`src/rtl/cam_fb_writer_if.sv`:
```
// Camera byte stream in, frame buffer write port and status out.
// master: drives the camera stream. slave: the frame buffer writer.
interface cam_fb_writer_if #(
  parameter int ADDR_W = 17
);
  logic              pix_en;
  logic              cam_vsync;
  logic              cam_href;
  logic [7:0]        cam_data;
  logic              fb_we;
  logic [ADDR_W-1:0] fb_wAddr;
  logic [11:0]       fb_wdata;
  logic              frame_done;
  logic              frame_active;
  logic              overflow;

  modport master (
    output pix_en, cam_vsync, cam_href, cam_data,
    input  fb_we, fb_wAddr, fb_wdata, frame_done, frame_active, overflow
  );

  modport slave (
    input  pix_en, cam_vsync, cam_href, cam_data,
    output fb_we, fb_wAddr, fb_wdata, frame_done, frame_active, overflow
  );
endinterface

```
`src/rtl/cam_fb_writer.sv`:
```
// cam_fb_writer: RGB565 camera byte stream -> RGB444 frame buffer writes.
// Optional macro CAM_DECIMATE_EN: source is 2x the stored size in both axes;
// only even-column/even-line source pixels are stored.
module cam_fb_writer #(
  parameter int H_PIX   = 320,
  parameter int V_LINES = 240,
  parameter int ADDR_W  = 17
) (
  input logic             clk,
  input logic             reset,
  cam_fb_writer_if.slave  bus
);

`ifdef CAM_DECIMATE_EN
  localparam int COL_LIM  = 2 * H_PIX;
  localparam int LINE_LIM = 2 * V_LINES;
`else
  localparam int COL_LIM  = H_PIX;
  localparam int LINE_LIM = V_LINES;
`endif
  localparam int CW = $clog2(COL_LIM + 1);
  localparam int LW = $clog2(LINE_LIM + 1);
  localparam logic [CW-1:0] COL_MAX  = CW'(COL_LIM);
  localparam logic [LW-1:0] LINE_MAX = LW'(LINE_LIM);

  typedef enum logic [1:0] {IDLE, SYNC, ACTIVE} state_t;

  state_t            state, nxt;
  logic [CW-1:0]     col_cnt;
  logic [LW-1:0]     line_cnt;
  logic              phase_lo;    // 0: expecting high byte, 1: expecting low byte
  logic              href_d;      // href as last seen on a pix_en cycle
  logic [6:0]        hi_q;        // {R5[4:1], G6[5:3]} from the high byte
  logic              in_range;
  logic              wr_ok;
  logic [ADDR_W-1:0] wr_addr;
  logic [11:0]       pix;

  // State register
  always_ff @(posedge clk) begin
    if (reset) state <= IDLE;
    else       state <= nxt;
  end

  // Next state: vsync is looked at every cycle, regardless of pix_en
  always_comb begin
    nxt = state;
    case (state)
      IDLE:    if (bus.cam_vsync)  nxt = SYNC;
      SYNC:    if (!bus.cam_vsync) nxt = ACTIVE;
      ACTIVE:  if (bus.cam_vsync)  nxt = SYNC;
      default: nxt = IDLE;
    endcase
  end

  // State-decoded outputs
  always_comb begin
    bus.frame_active = (state == ACTIVE);
  end

  // Pixel packing, range test and linear address of the current position
  always_comb begin
    in_range = (col_cnt < COL_MAX) && (line_cnt < LINE_MAX);
`ifdef CAM_DECIMATE_EN
    wr_ok   = in_range && !col_cnt[0] && !line_cnt[0];
    wr_addr = ADDR_W'(line_cnt >> 1) * ADDR_W'(H_PIX) + ADDR_W'(col_cnt >> 1);
`else
    wr_ok   = in_range;
    wr_addr = ADDR_W'(line_cnt) * ADDR_W'(H_PIX) + ADDR_W'(col_cnt);
`endif
    pix = {hi_q, bus.cam_data[7], bus.cam_data[4:1]};
  end

  // Byte assembly, position counters, write port and status flags
  always_ff @(posedge clk) begin
    if (reset) begin
      col_cnt        <= '0;
      line_cnt       <= '0;
      phase_lo       <= 1'b0;
      href_d         <= 1'b0;
      hi_q           <= '0;
      bus.fb_we      <= 1'b0;
      bus.fb_wAddr   <= '0;
      bus.fb_wdata   <= '0;
      bus.frame_done <= 1'b0;
      bus.overflow   <= 1'b0;
    end else begin
      bus.fb_we      <= 1'b0;
      bus.frame_done <= (state == ACTIVE) && bus.cam_vsync;
      if (state == SYNC && !bus.cam_vsync) begin
        // New frame begins on the next cycle
        col_cnt      <= '0;
        line_cnt     <= '0;
        bus.overflow <= 1'b0;
        phase_lo     <= 1'b0;
        href_d       <= 1'b0;
      end else if (state == ACTIVE && bus.cam_vsync) begin
        // Frame end wins over any line end; a dangling high byte is dropped
        phase_lo <= 1'b0;
        href_d   <= 1'b0;
      end else if (state == ACTIVE && bus.pix_en) begin
        href_d <= bus.cam_href;
        if (bus.cam_href) begin
          if (!phase_lo) begin
            hi_q     <= {bus.cam_data[7:4], bus.cam_data[2:0]};
            phase_lo <= 1'b1;
          end else begin
            phase_lo <= 1'b0;
            if (wr_ok) begin
              bus.fb_we    <= 1'b1;
              bus.fb_wAddr <= wr_addr;
              bus.fb_wdata <= pix;
            end
            if (!in_range) bus.overflow <= 1'b1;
            col_cnt <= (col_cnt < COL_MAX) ? col_cnt + 1'b1 : COL_MAX;
          end
        end else if (href_d) begin
          // Line end: empty lines (no complete pixel) do not advance
          phase_lo <= 1'b0;
          if (col_cnt != '0) begin
            col_cnt  <= '0;
            line_cnt <= (line_cnt < LINE_MAX) ? line_cnt + 1'b1 : LINE_MAX;
          end
        end
      end
    end
  end

endmodule
```
`src/flat_wrapper.sv`:
```
// flat-port wrapper written by rule: the top's interface ports become plain ports
module cam_fb_writer_flat 
#(
  parameter int H_PIX   = 320,
  parameter int V_LINES = 240,
  parameter int ADDR_W  = 17
)
  (clk, reset, bus_pix_en, bus_cam_vsync, bus_cam_href, bus_cam_data, bus_fb_we, bus_fb_wAddr, bus_fb_wdata, bus_frame_done, bus_frame_active, bus_overflow);
  cam_fb_writer_if #(.ADDR_W(ADDR_W)) bus_i ();
  input logic clk;
  input logic reset;
  input wire logic [$bits(bus_i.pix_en)-1:0] bus_pix_en;
  input wire logic [$bits(bus_i.cam_vsync)-1:0] bus_cam_vsync;
  input wire logic [$bits(bus_i.cam_href)-1:0] bus_cam_href;
  input wire logic [$bits(bus_i.cam_data)-1:0] bus_cam_data;
  output wire logic [$bits(bus_i.fb_we)-1:0] bus_fb_we;
  output wire logic [$bits(bus_i.fb_wAddr)-1:0] bus_fb_wAddr;
  output wire logic [$bits(bus_i.fb_wdata)-1:0] bus_fb_wdata;
  output wire logic [$bits(bus_i.frame_done)-1:0] bus_frame_done;
  output wire logic [$bits(bus_i.frame_active)-1:0] bus_frame_active;
  output wire logic [$bits(bus_i.overflow)-1:0] bus_overflow;
  assign bus_i.pix_en = bus_pix_en;
  assign bus_i.cam_vsync = bus_cam_vsync;
  assign bus_i.cam_href = bus_cam_href;
  assign bus_i.cam_data = bus_cam_data;
  assign bus_fb_we = bus_i.fb_we;
  assign bus_fb_wAddr = bus_i.fb_wAddr;
  assign bus_fb_wdata = bus_i.fb_wdata;
  assign bus_frame_done = bus_i.frame_done;
  assign bus_frame_active = bus_i.frame_active;
  assign bus_overflow = bus_i.overflow;
  cam_fb_writer #(.H_PIX(H_PIX), .V_LINES(V_LINES), .ADDR_W(ADDR_W)) u_core (.clk(clk), .reset(reset), .bus(bus_i));
endmodule
```
`config.mk`:
```
export PLATFORM = sky130hd
export DESIGN_NAME = cam_fb_writer_flat
export DESIGN_NICKNAME = d
export VERILOG_FILES = /design/src/rtl/cam_fb_writer_if.sv /design/src/rtl/cam_fb_writer.sv /design/src/flat_wrapper.sv
export SDC_FILE = /design/constraint.sdc
export NUM_CORES = 1
export LEC_CHECK = 0
export ABC_AREA = 1
export ABC_CLOCK_PERIOD_IN_PS = 2400
export CAP_MARGIN = 25
export CORE_MARGIN = 4
export CORE_UTILIZATION = 51
export DETAILED_ROUTE_END_ITERATION = 7
export DONT_BUFFER_PORTS = 1
export PLACE_DENSITY = 0.79
export SYNTH_ARGS = -nofsm -noshare
export SYNTH_HDL_FRONTEND = slang
export SYNTH_SLANG_ARGS = --single-unit
```
`constraint.sdc`:
```
create_clock -name clk -period 2.4 [get_ports clk]
set_clock_uncertainty 0.05 [all_clocks]
set_input_delay 0.48 -clock clk [delete_from_list [all_inputs] [get_ports clk]]
set_output_delay 0.48 -clock clk [all_outputs]
set_load 0.01 [all_outputs]
```
==> results of run 1 <==
-- what timing repair did --
item	in CTS	in global routing
endpoints found under the setup margin	1	4
setup buffers	0	2
gates cloned	0	0
resized for setup	1	15
pin swaps	1	6
-- kinds of logic after synthesis --
| kind of cell | after synthesis | share of synthesized area (%) |
|---|---|---|
| AND/OR/NAND/NOR | 172 | 25.3 |
| AO/OA/AOI/OAI | 95 | 17.1 |
| buffers and inverters | 68 | 9.38 |
| flip-flops | 60 | 37.1 |
| adder cells (fa/ha/maj) | 20 | 8.19 |
| XOR/XNOR | 11 | 2.97 |
-- how the worst max path moves through the flow --
stage                       startpoint                      end  slack, ns  cells after the start
floorplan           u_core.line_cnt[3]  u_core.bus.fb_wAddr[15]       0.08                     14
global placement    u_core.line_cnt[1]  u_core.bus.fb_wAddr[15]       0.07                     14
detailed placement  u_core.line_cnt[1]  u_core.bus.fb_wAddr[15]     -0.008                     14
CTS                 u_core.line_cnt[1]  u_core.bus.fb_wAddr[15]       0.02                     14
global route        u_core.line_cnt[4]  u_core.bus.fb_wAddr[15]      -0.04                     13
finish              u_core.line_cnt[4]  u_core.bus.fb_wAddr[15]       0.12                     13
-- registers in the layout, indices dropped and copies added, names as in the netlist --
| register | cells |
|---|---|
| u_core.bus.fb_wAddr | 17 |
| u_core.bus.fb_wdata | 12 |
| u_core.col_cnt | 9 |
| u_core.line_cnt | 8 |
| u_core.hi_q | 7 |
| u_core.state | 2 |
| u_core.bus.fb_we | 1 |
| u_core.bus.frame_done | 1 |
| u_core.bus.overflow | 1 |
| u_core.href_d | 1 |
| u_core.phase_lo | 1 |
-- cell usage in the layout, fill, tap and decap left out, types with 2 or more instances in the layout --
| cell | instances |
|---|---|
| sky130_fd_sc_hd__nor2_4 | 4 |
| sky130_fd_sc_hd__nand3b_1 | 3 |
| sky130_fd_sc_hd__a211oi_2 | 2 |
| sky130_fd_sc_hd__o21ai_0 | 33 |
| sky130_fd_sc_hd__buf_4 | 11 |
| sky130_fd_sc_hd__nand2_1 | 69 |
| sky130_fd_sc_hd__inv_1 | 50 |
| sky130_fd_sc_hd__o21ai_1 | 11 |
| sky130_fd_sc_hd__nand3_1 | 26 |
| sky130_fd_sc_hd__ha_1 | 16 |
| sky130_fd_sc_hd__xor2_1 | 8 |
| sky130_fd_sc_hd__inv_2 | 5 |
| sky130_fd_sc_hd__nor2_8 | 2 |
| sky130_fd_sc_hd__dfxtp_1 | 58 |
| sky130_fd_sc_hd__nor2_2 | 3 |
| sky130_fd_sc_hd__nor3_1 | 5 |
| sky130_fd_sc_hd__xnor2_1 | 3 |
| sky130_fd_sc_hd__a21oi_1 | 33 |
| sky130_fd_sc_hd__nor2_1 | 46 |
| sky130_fd_sc_hd__clkbuf_8 | 9 |
| sky130_fd_sc_hd__nand4_1 | 2 |
| sky130_fd_sc_hd__clkinv_2 | 2 |
| sky130_fd_sc_hd__a21oi_2 | 11 |
| sky130_fd_sc_hd__dfxtp_2 | 2 |
| sky130_fd_sc_hd__nand2_4 | 4 |
| sky130_fd_sc_hd__fa_1 | 2 |
| sky130_fd_sc_hd__clkinv_4 | 3 |
| sky130_fd_sc_hd__ha_4 | 2 |
-- area by class of cell --
| type | instances | area, um2 | share of cell area (%) |
|---|---|---|---|
| clock buffers | 9 | 124 | 3.46 |
| multi-input cells | 298 | 1790 | 50.0 |
| repair buffers | 11 | 82.6 | 2.30 |
| well taps | 75 | 93.8 | 2.62 |
| inverters | 58 | 234 | 6.53 |
| flip-flops and latches | 60 | 1200 | 33.6 |
| clock inverters | 7 | 52.6 | 1.47 |
-- through the flow --
step                      hold WS, ns  cell area [um2]  TNS (ns)
after floorplan                 0.374             3240         0
after global placement          0.383             3330         0
after detailed placement        0.395             3330  -0.00795
after CTS                       0.139             3510         0
after global routing            0.126             3580   -0.0691
final                           0.156             3580         0
-- worst register-to-register path: cells and delay by family, from the launching register on --
| kind | cells | cell delay [ns] |
|---|---|---|
| adder cells (fa/ha/maj) | 2 | 0.84 |
| buffers and inverters | 2 | 0.10 |
| flip-flops | 1 | 0.36 |
| AND/OR/NAND/NOR | 9 | 0.83 |
-- routing by layer --
| metal | up-vias | wire (um) |
|---|---|---|
| li1 | 1420 | - |
| met1 | 1254 | 3050 |
| met2 | 62 | 3100 |
| met3 | 7 | 466 |
| met4 | 0 | 63 |
| met5 | - | 0 |
-- power by group through the flow --
stage / combinational (mW) / sequential, mW / clock, mW
floorplan: 0.0413 / 1.02 / 0
global placement: 0.0474 / 1.02 / 0
detailed placement: 0.0484 / 1.02 / 0
CTS: 0.0487 / 1.00 / 0.813
global route: 0.0546 / 1.00 / 0.864
finish: 0.0483 / 1.00 / 0.797
==> metrics list, run 1 <==
* Nets@finish: 471
- The floorplan step set the die width to about 88 um.
* Worst-case register-to-register setup slack: 0.12 ns
* Yosys top cell area share: a little under two fifths
* Count of flip-flops with a built-in enable after synthesis: 0
- The worst register-to-register path ends at u_core.bus.fb_wAddr[15].
- Pin count of the biggest net entering global routing: 31
- Net switching is 24.7% of the power.
- Maximum clock path buffer count: 2
- Area growth syn-to-layout: 10.6%
- Number of buffers inserted during clock tree synthesis: 9
- Final worst-path cycle share: 94.8%
* Syn Std Cell Area: roughly 3200 um2
* Floorplan row count: 28
- Pre-CTS worst setup slack: -0.00795 ns
- Min-delay src: reset
* Reported net switching power: approximately 0.46 mW
- Setup violations remaining at the end of the flow were counted as 0.
- The cell that appears most often on the critical path is sky130_fd_sc_hd__nand2_1.
- The Yosys step of the flow raised 0 warnings.
- In the global route stage, met2 resource usage came out at 31.1%.
- Cell area power density: 515 nW/um2
- After synthesis, the share of flip-flops with an asynchronous set or reset is 0%.
- Total iterations of the first detailed-routing run: 4
- Once the floorplan was initialized, standard cells occupied 53.8% of the core.
- Count of boundary I/O pins: 46
* Depth of the worst register-to-register path: 13
- Most frequent cell after synthesis: sky130_fd_sc_hd__nand2_1
* Number of nets in the synthesized netlist: 459
- For this run, design rule violations remaining after detail routing come to 0.
* Average cell area after synthesis: approximately 7.6 um2
* MaxCap Viol Count: 0
- The layout has 538 filler cells.
- Type of the setup path with the least slack: register to register
- Total Wirelength: 6.69 mm
- 0 antenna diodes ended up in the layout.
- The layer flagged by global routing as most heavily used is met2.
* Worst hold stages: 1
* Peak VDD IR: roughly 0.39 mV
- After the first detailed-routing iteration, the DRC count stood at 113.
- Synthesis produced a netlist whose cell count is 426.
- Cell types with the largest area share after synthesis: sky130_fd_sc_hd__dfxtp_1, sky130_fd_sc_hd__nand2_1, sky130_fd_sc_hd__ha_1
- Startpoint of the worst-slack reg-to-reg timing path: u_core.line_cnt[4]
* Total gr overflow: 0
- Register clock-pin slew on the reported worst setup and hold paths: 0.07 ns
- Once layout is complete, the cells apart from fillers number 518.
- Worst hold-check path type: primary input to register
* Tightest slew margin relative to the limit: 71.1%
- Routability Congestion: approximately 0.87
- Counting flops and latches in the post-synthesis netlist gives 60.
* DR vias: about 2700
* Kind of launch point of the worst setup path: register
- The final number of max-transition violations is 0.
- Total number of H-tree levels: 3
- Max Clock Freq: between 0.4 and 0.5 GHz
- Fin util: 59.5%
* Worst Path Arrival: 2.47 ns
* GR Layer Usage met3: 7.06%
* Library cell occupying the most area in the post-synthesis netlist: sky130_fd_sc_hd__dfxtp_1
- Reported leakage power: 1.60 nW
- Number of vias per cell after detailed routing: 5.30
- For the worst-skew pair, the clock arrives at the later sink with an insertion delay of 0.34 ns.
- Series of cell instances along the critical path: ha_1, inv_1, fa_1, nor2_2, nand3_2, nor2_4, nand2_4, nor2_4, nand2_1, nand2_1, nand3_1, nand2_1, inv_1
- Final worst setup slack: 0.124 ns
* Core area: 6030 um2
- Port buffering added 0 buffers.
- CP endpoint kind: register
- Sequential-to-total area share from yosys stat: 37.1%
- Number of cells in the design after placement: 500
* Aggregate global-route resource usage: 18.7%
* Critical path's slowest cell: sky130_fd_sc_hd__fa_1
- Layout cell share with drive strength beyond 1: 16.0%
* Number of hold buffers added after CTS: 0
* Count of distinct cell types in the synthesized netlist: 41
* Most used flip-flop cell after synthesis: sky130_fd_sc_hd__dfxtp_1
- The flow ran to the end, and the final reports show no timing, DRC or antenna violations.
- Number of sinks handled by clock tree synthesis: 60
* Fraction of power consumed by the clock network: 43.2%
- In the final routed layout, each cell accounts on average for 12.9 um.
- Global routing consumed, on the met1 layer, 22.4% of the routing resources.
- In this run the remaining antenna-violating nets after routing total 0.
- Required time at the worst-slack endpoint: 2.59 ns
- Slew at the pin with the worst max-slew slack: 0.434 ns
* Root buffer cell: sky130_fd_sc_hd__clkbuf_8
- Internal power comes to 1.39 mW.
- First-pass GRT wire length: about 11 mm
- In this run the worst path has a maximum fanout of 6.
* Total count of hold-check failures in the final report: 0
- Number of antenna violations at the first check in global routing: 0
- The floorplan step defined a die boundary enclosing 7690 um2.
- Total power for the finished layout comes to about 1.8 mW.
- The smallest clock period supported by the final layout is computed as 2.28 ns.
* Cell types with the highest counts after synthesis: sky130_fd_sc_hd__nand2_1, sky130_fd_sc_hd__dfxtp_1, sky130_fd_sc_hd__inv_1
- Per report_power, the sequential group accounts for 54.2% of the total.
- Buf/Inv on CP: 2
- Slowest Stage Delay on Critical Path: 0.51 ns
- TritonCTS built the clock tree.
- The wire-length estimate of the detail-placed layout is 4.99 mm.
* End of the worst hold path: u_core.state[1]
- Worst path top cell family by delay: adder cells
- Combinational fraction of design power: 2.6%
* Via count of the first global-routing pass: between 2000 and 3000
* Chip Height: between 80 and 90 um
Note: power is estimated with default switching activity, not from simulation.
==> run 2: changes to the inputs <==
--- a/config.mk
+++ b/config.mk
@@ -12,7 +12,7 @@
 export CORE_UTILIZATION = 51
 export DETAILED_ROUTE_END_ITERATION = 7
 export DONT_BUFFER_PORTS = 1
-export PLACE_DENSITY = 0.79
+export PLACE_DENSITY_LB_ADDON = 0.08
 export SYNTH_ARGS = -nofsm -noshare
 export SYNTH_HDL_FRONTEND = slang
 export SYNTH_SLANG_ARGS = --single-unit
==> run 2 against run 1 <==
Compared with the run above: core utilization up 0.93 points; via count down 1.3%; die area unchanged; sequential power about the same; critical path type unchanged; critical endpoint is now u_core.bus.fb_wAddr[13].
==> metrics list, run 2 (same netlist as run 1, synthesis figures left out) <==
* Run status: complete, no violations
* Total die area: 7690 um2 (unchanged)
- TritonCTS built the clock tree.
- The y dimension of the die came to 87.7 um (unchanged).
- The setup total negative slack is 0 ns (unchanged).
- The part of the cycle the worst path needs came to 95.7% (+0.91 points).
* Max Clock Freq: 0.435 GHz (-0.95%)
- The wire length of the first global-routing pass came to 11.1 mm (-2.5%).
- The number of buffers added to fix hold violations after cts came to 0 (unchanged).
- The half-perimeter wire length of the detailed placement result came to 4.78 mm (-4.3%).
- Endpoint of the worst register-to-register path: u_core.bus.fb_wAddr[13]
- Required time at the worst-slack endpoint: 2.58 ns (about the same)
* Setup violations, final: 0 (unchanged)
* Maximum clock path buffer count: 2 (unchanged)
* Reported leakage power: 1.61 nW (+0.70%)
- Tightest slew margin relative to the limit: 69.8% (-1.3 points)
- In this run the critical register-to-register path is launched from u_core.line_cnt[3].
* Most common library cell in the layout ignoring fill and taps: sky130_fd_sc_hd__nand2_1
- Flip-flop count of the largest register after layout: 17 (unchanged)
* Fraction of power consumed by the clock network: 51.0% (+7.8 points)
* Register bank with the most flops: u_core.bus.fb_wAddr
- The slew at the pin with the worst max-slew slack is 0.452 ns (+0.0183 ns).
- The proportion of layout cells with a drive suffix above 1 came to 16.0% (unchanged).
- Number of slew-limit violations in the final report: 0 (unchanged)
* MaxCap Viol Count: 0 (unchanged)
- Layout fillers: 581 (+8.0%)
* Aggregate global-route resource usage: 18.3% (-0.41 points)
* Number of sinks handled by clock tree synthesis: 60 (unchanged)
- Worst hold stages: 1 (unchanged)
* Routed length per instance: 13.0 um (+0.93%)
- Number of buffers inserted during clock tree synthesis: 9 (unchanged)
* Crit path launch: u_core.line_cnt[3]
- Die X: 87.7 um (unchanged)
- Fin util: 60.4% (+0.93 points)
- The power density relative to cell area was 588 nW/um2 (+14%).
- Initial standard-cell utilization of the core: 53.8% (unchanged)
* Hold Worst Slack: 0.159 ns (+0.00340 ns)
- DRC viols: 0 (unchanged)
* CP endpoint kind: register
- In this run the clock root is driven by a sky130_fd_sc_hd__clkbuf_8.
- In this run the worst setup path terminates at u_core.bus.fb_wAddr[13].
* Kind of launch point of the worst setup path: register
* Reported net switching power: 0.442 mW (-3.2%)
- Worst-Skew Late Latency: 0.33 ns (about the same)
- Nets@finish: 471 (unchanged)
- Worst hold-check path type: primary input to register
- Worst-case register-to-register setup slack: 0.10 ns (-0.02 ns)
* Antenna cells: 0 (unchanged)
- The switching power share of the total is 20.6% (-4.1 points).
- In the final layout, the registers with the most flip-flops are u_core.bus.fb_wAddr x17, u_core.bus.fb_wdata x12, u_core.col_cnt x9.
* Number of antenna violations at the first check in global routing: 0 (unchanged)
* Register clock-pin slew on the reported worst setup and hold paths: 0.07 ns (about the same)
* Combinational fraction of design power: 2.3% (-0.3 points)
* Total count of hold-check failures in the final report: 0 (unchanged)
- The worst reg-to-reg path cell count came to 12 (-1).
- The remaining number of nets flagged by the antenna check after routing was 0 (unchanged).
* Pin count of the biggest net entering global routing: 38 (+23%)
* Peak VDD IR: 0.537 mV (+38%)
* Worst Path Arrival: 2.47 ns (about the same)
- The average vias per placed instance is 5.23 (-1.3%).
* Most frequent cells in the layout: sky130_fd_sc_hd__nand2_1, sky130_fd_sc_hd__dfxtp_1, sky130_fd_sc_hd__inv_1
* Total number of H-tree levels: 3 (unchanged)
- The cell-internal power is 1.70 mW (+22%).
- The sum of overflow across all layers after global routing is 0 (unchanged).
* Initial drt markers: 76 (-33%)
- Part of the total power dissipated in sequential elements: 46.8% (-7.4 points)
- Total iterations of the first detailed-routing run: 4 (unchanged)
- The shortest period the worst path allows is 2.30 ns (+0.0219 ns).
* Routability Congestion: 0.829 (-4.7%)
* Area growth syn-to-layout: 12.3%
- Port-buffer cells: 0 (unchanged)
* Count of boundary I/O pins: 46 (unchanged)
- The aggregate routed wire length is 6.75 mm (+0.93%).
- Via count of the first global-routing pass: 2514 (-3.8%)
* DR vias: 2708 (-1.3%)
- The area of the core is 6030 um2 (unchanged).
* Floorplan row count: 28 (unchanged)
* Worst Path Max Fanout: 2 (-4)
- Type of the setup path with the least slack: register to register
==> run 2: how the worst min path moves through the flow <==
stage                         startpoint               to  slack, ns
final                              reset  u_core.state[1]       0.16
after global routing               reset  u_core.state[1]       0.14
after CTS                          reset  u_core.state[1]       0.14
after detailed placement  u_core.hi_q[6]   u_core.hi_q[6]       0.39
after global placement    u_core.hi_q[6]   u_core.hi_q[6]       0.38
after floorplan           u_core.hi_q[6]   u_core.hi_q[6]       0.37
==> run 2: cell type report <==
type / count / area [um2] / area share, %
well taps: 75 / 93.8 / 2.58
inverters: 58 / 234 / 6.43
clock buffers: 9 / 124 / 3.40
flip-flops and latches: 60 / 1200 / 33.1
repair buffers: 11 / 95.1 / 2.61
clock inverters: 7 / 115 / 3.16
multi-input cells: 298 / 1770 / 48.7
==> run 2: metal layers <==
| layer | wire length [um] | vias up | GRT usage, % |
|---|---|---|---|
| met2 | 3160 | 50 | 29.9 |
| met4 | 63 | 0 | 6.83 |
| met3 | 390 | 6 | 6.21 |
| li1 | - | 1418 | - |
| met1 | 3140 | 1234 | 22.3 |
| met5 | 0 | - | 0 |
==> run 2: metrics by stage <==
stage	instances	worst slack, ns	instance area (um2)	power, mW
floorplan	426	0.0839	3240	1.06
global placement	500	0.0796	3340	1.07
detailed placement	500	0.0129	3340	1.07
CTS	516	0.0107	3580	2.17
global route	518	-0.0419	3640	2.22
finish	518	0.103	3640	2.14
==> run 2: power groups by stage <==
stage               sequential (mW)  clock [mW]  combinational (mW)
finish                         1.00        1.09              0.0482
global route                   1.00        1.16              0.0541
CTS                            1.00        1.12              0.0495
detailed placement             1.02           0              0.0491
global placement               1.02           0              0.0483
floorplan                      1.02           0              0.0413
==> run 2: timing repair <==
action                                  4_1_cts  5_1_grt
buffers inserted                              0        2
gates resized for setup                       0       13
endpoints found under the setup margin        0        4
==> run 2: critical path, cell delays in order, from the launching register on <==
cell and delay [ns]:
sky130_fd_sc_hd__dfxtp_2 0.34, sky130_fd_sc_hd__ha_4 0.26, sky130_fd_sc_hd__ha_2 0.16, sky130_fd_sc_hd__inv_1 0.05, sky130_fd_sc_hd__fa_1 0.49, sky130_fd_sc_hd__nor2_2 0.13
sky130_fd_sc_hd__nand3_2 0.12, sky130_fd_sc_hd__nor2_4 0.11, sky130_fd_sc_hd__nand2_2 0.07, sky130_fd_sc_hd__buf_4 0.13, sky130_fd_sc_hd__xor2_1 0.13, sky130_fd_sc_hd__o21ai_1 0.11
sky130_fd_sc_hd__inv_1 0.04
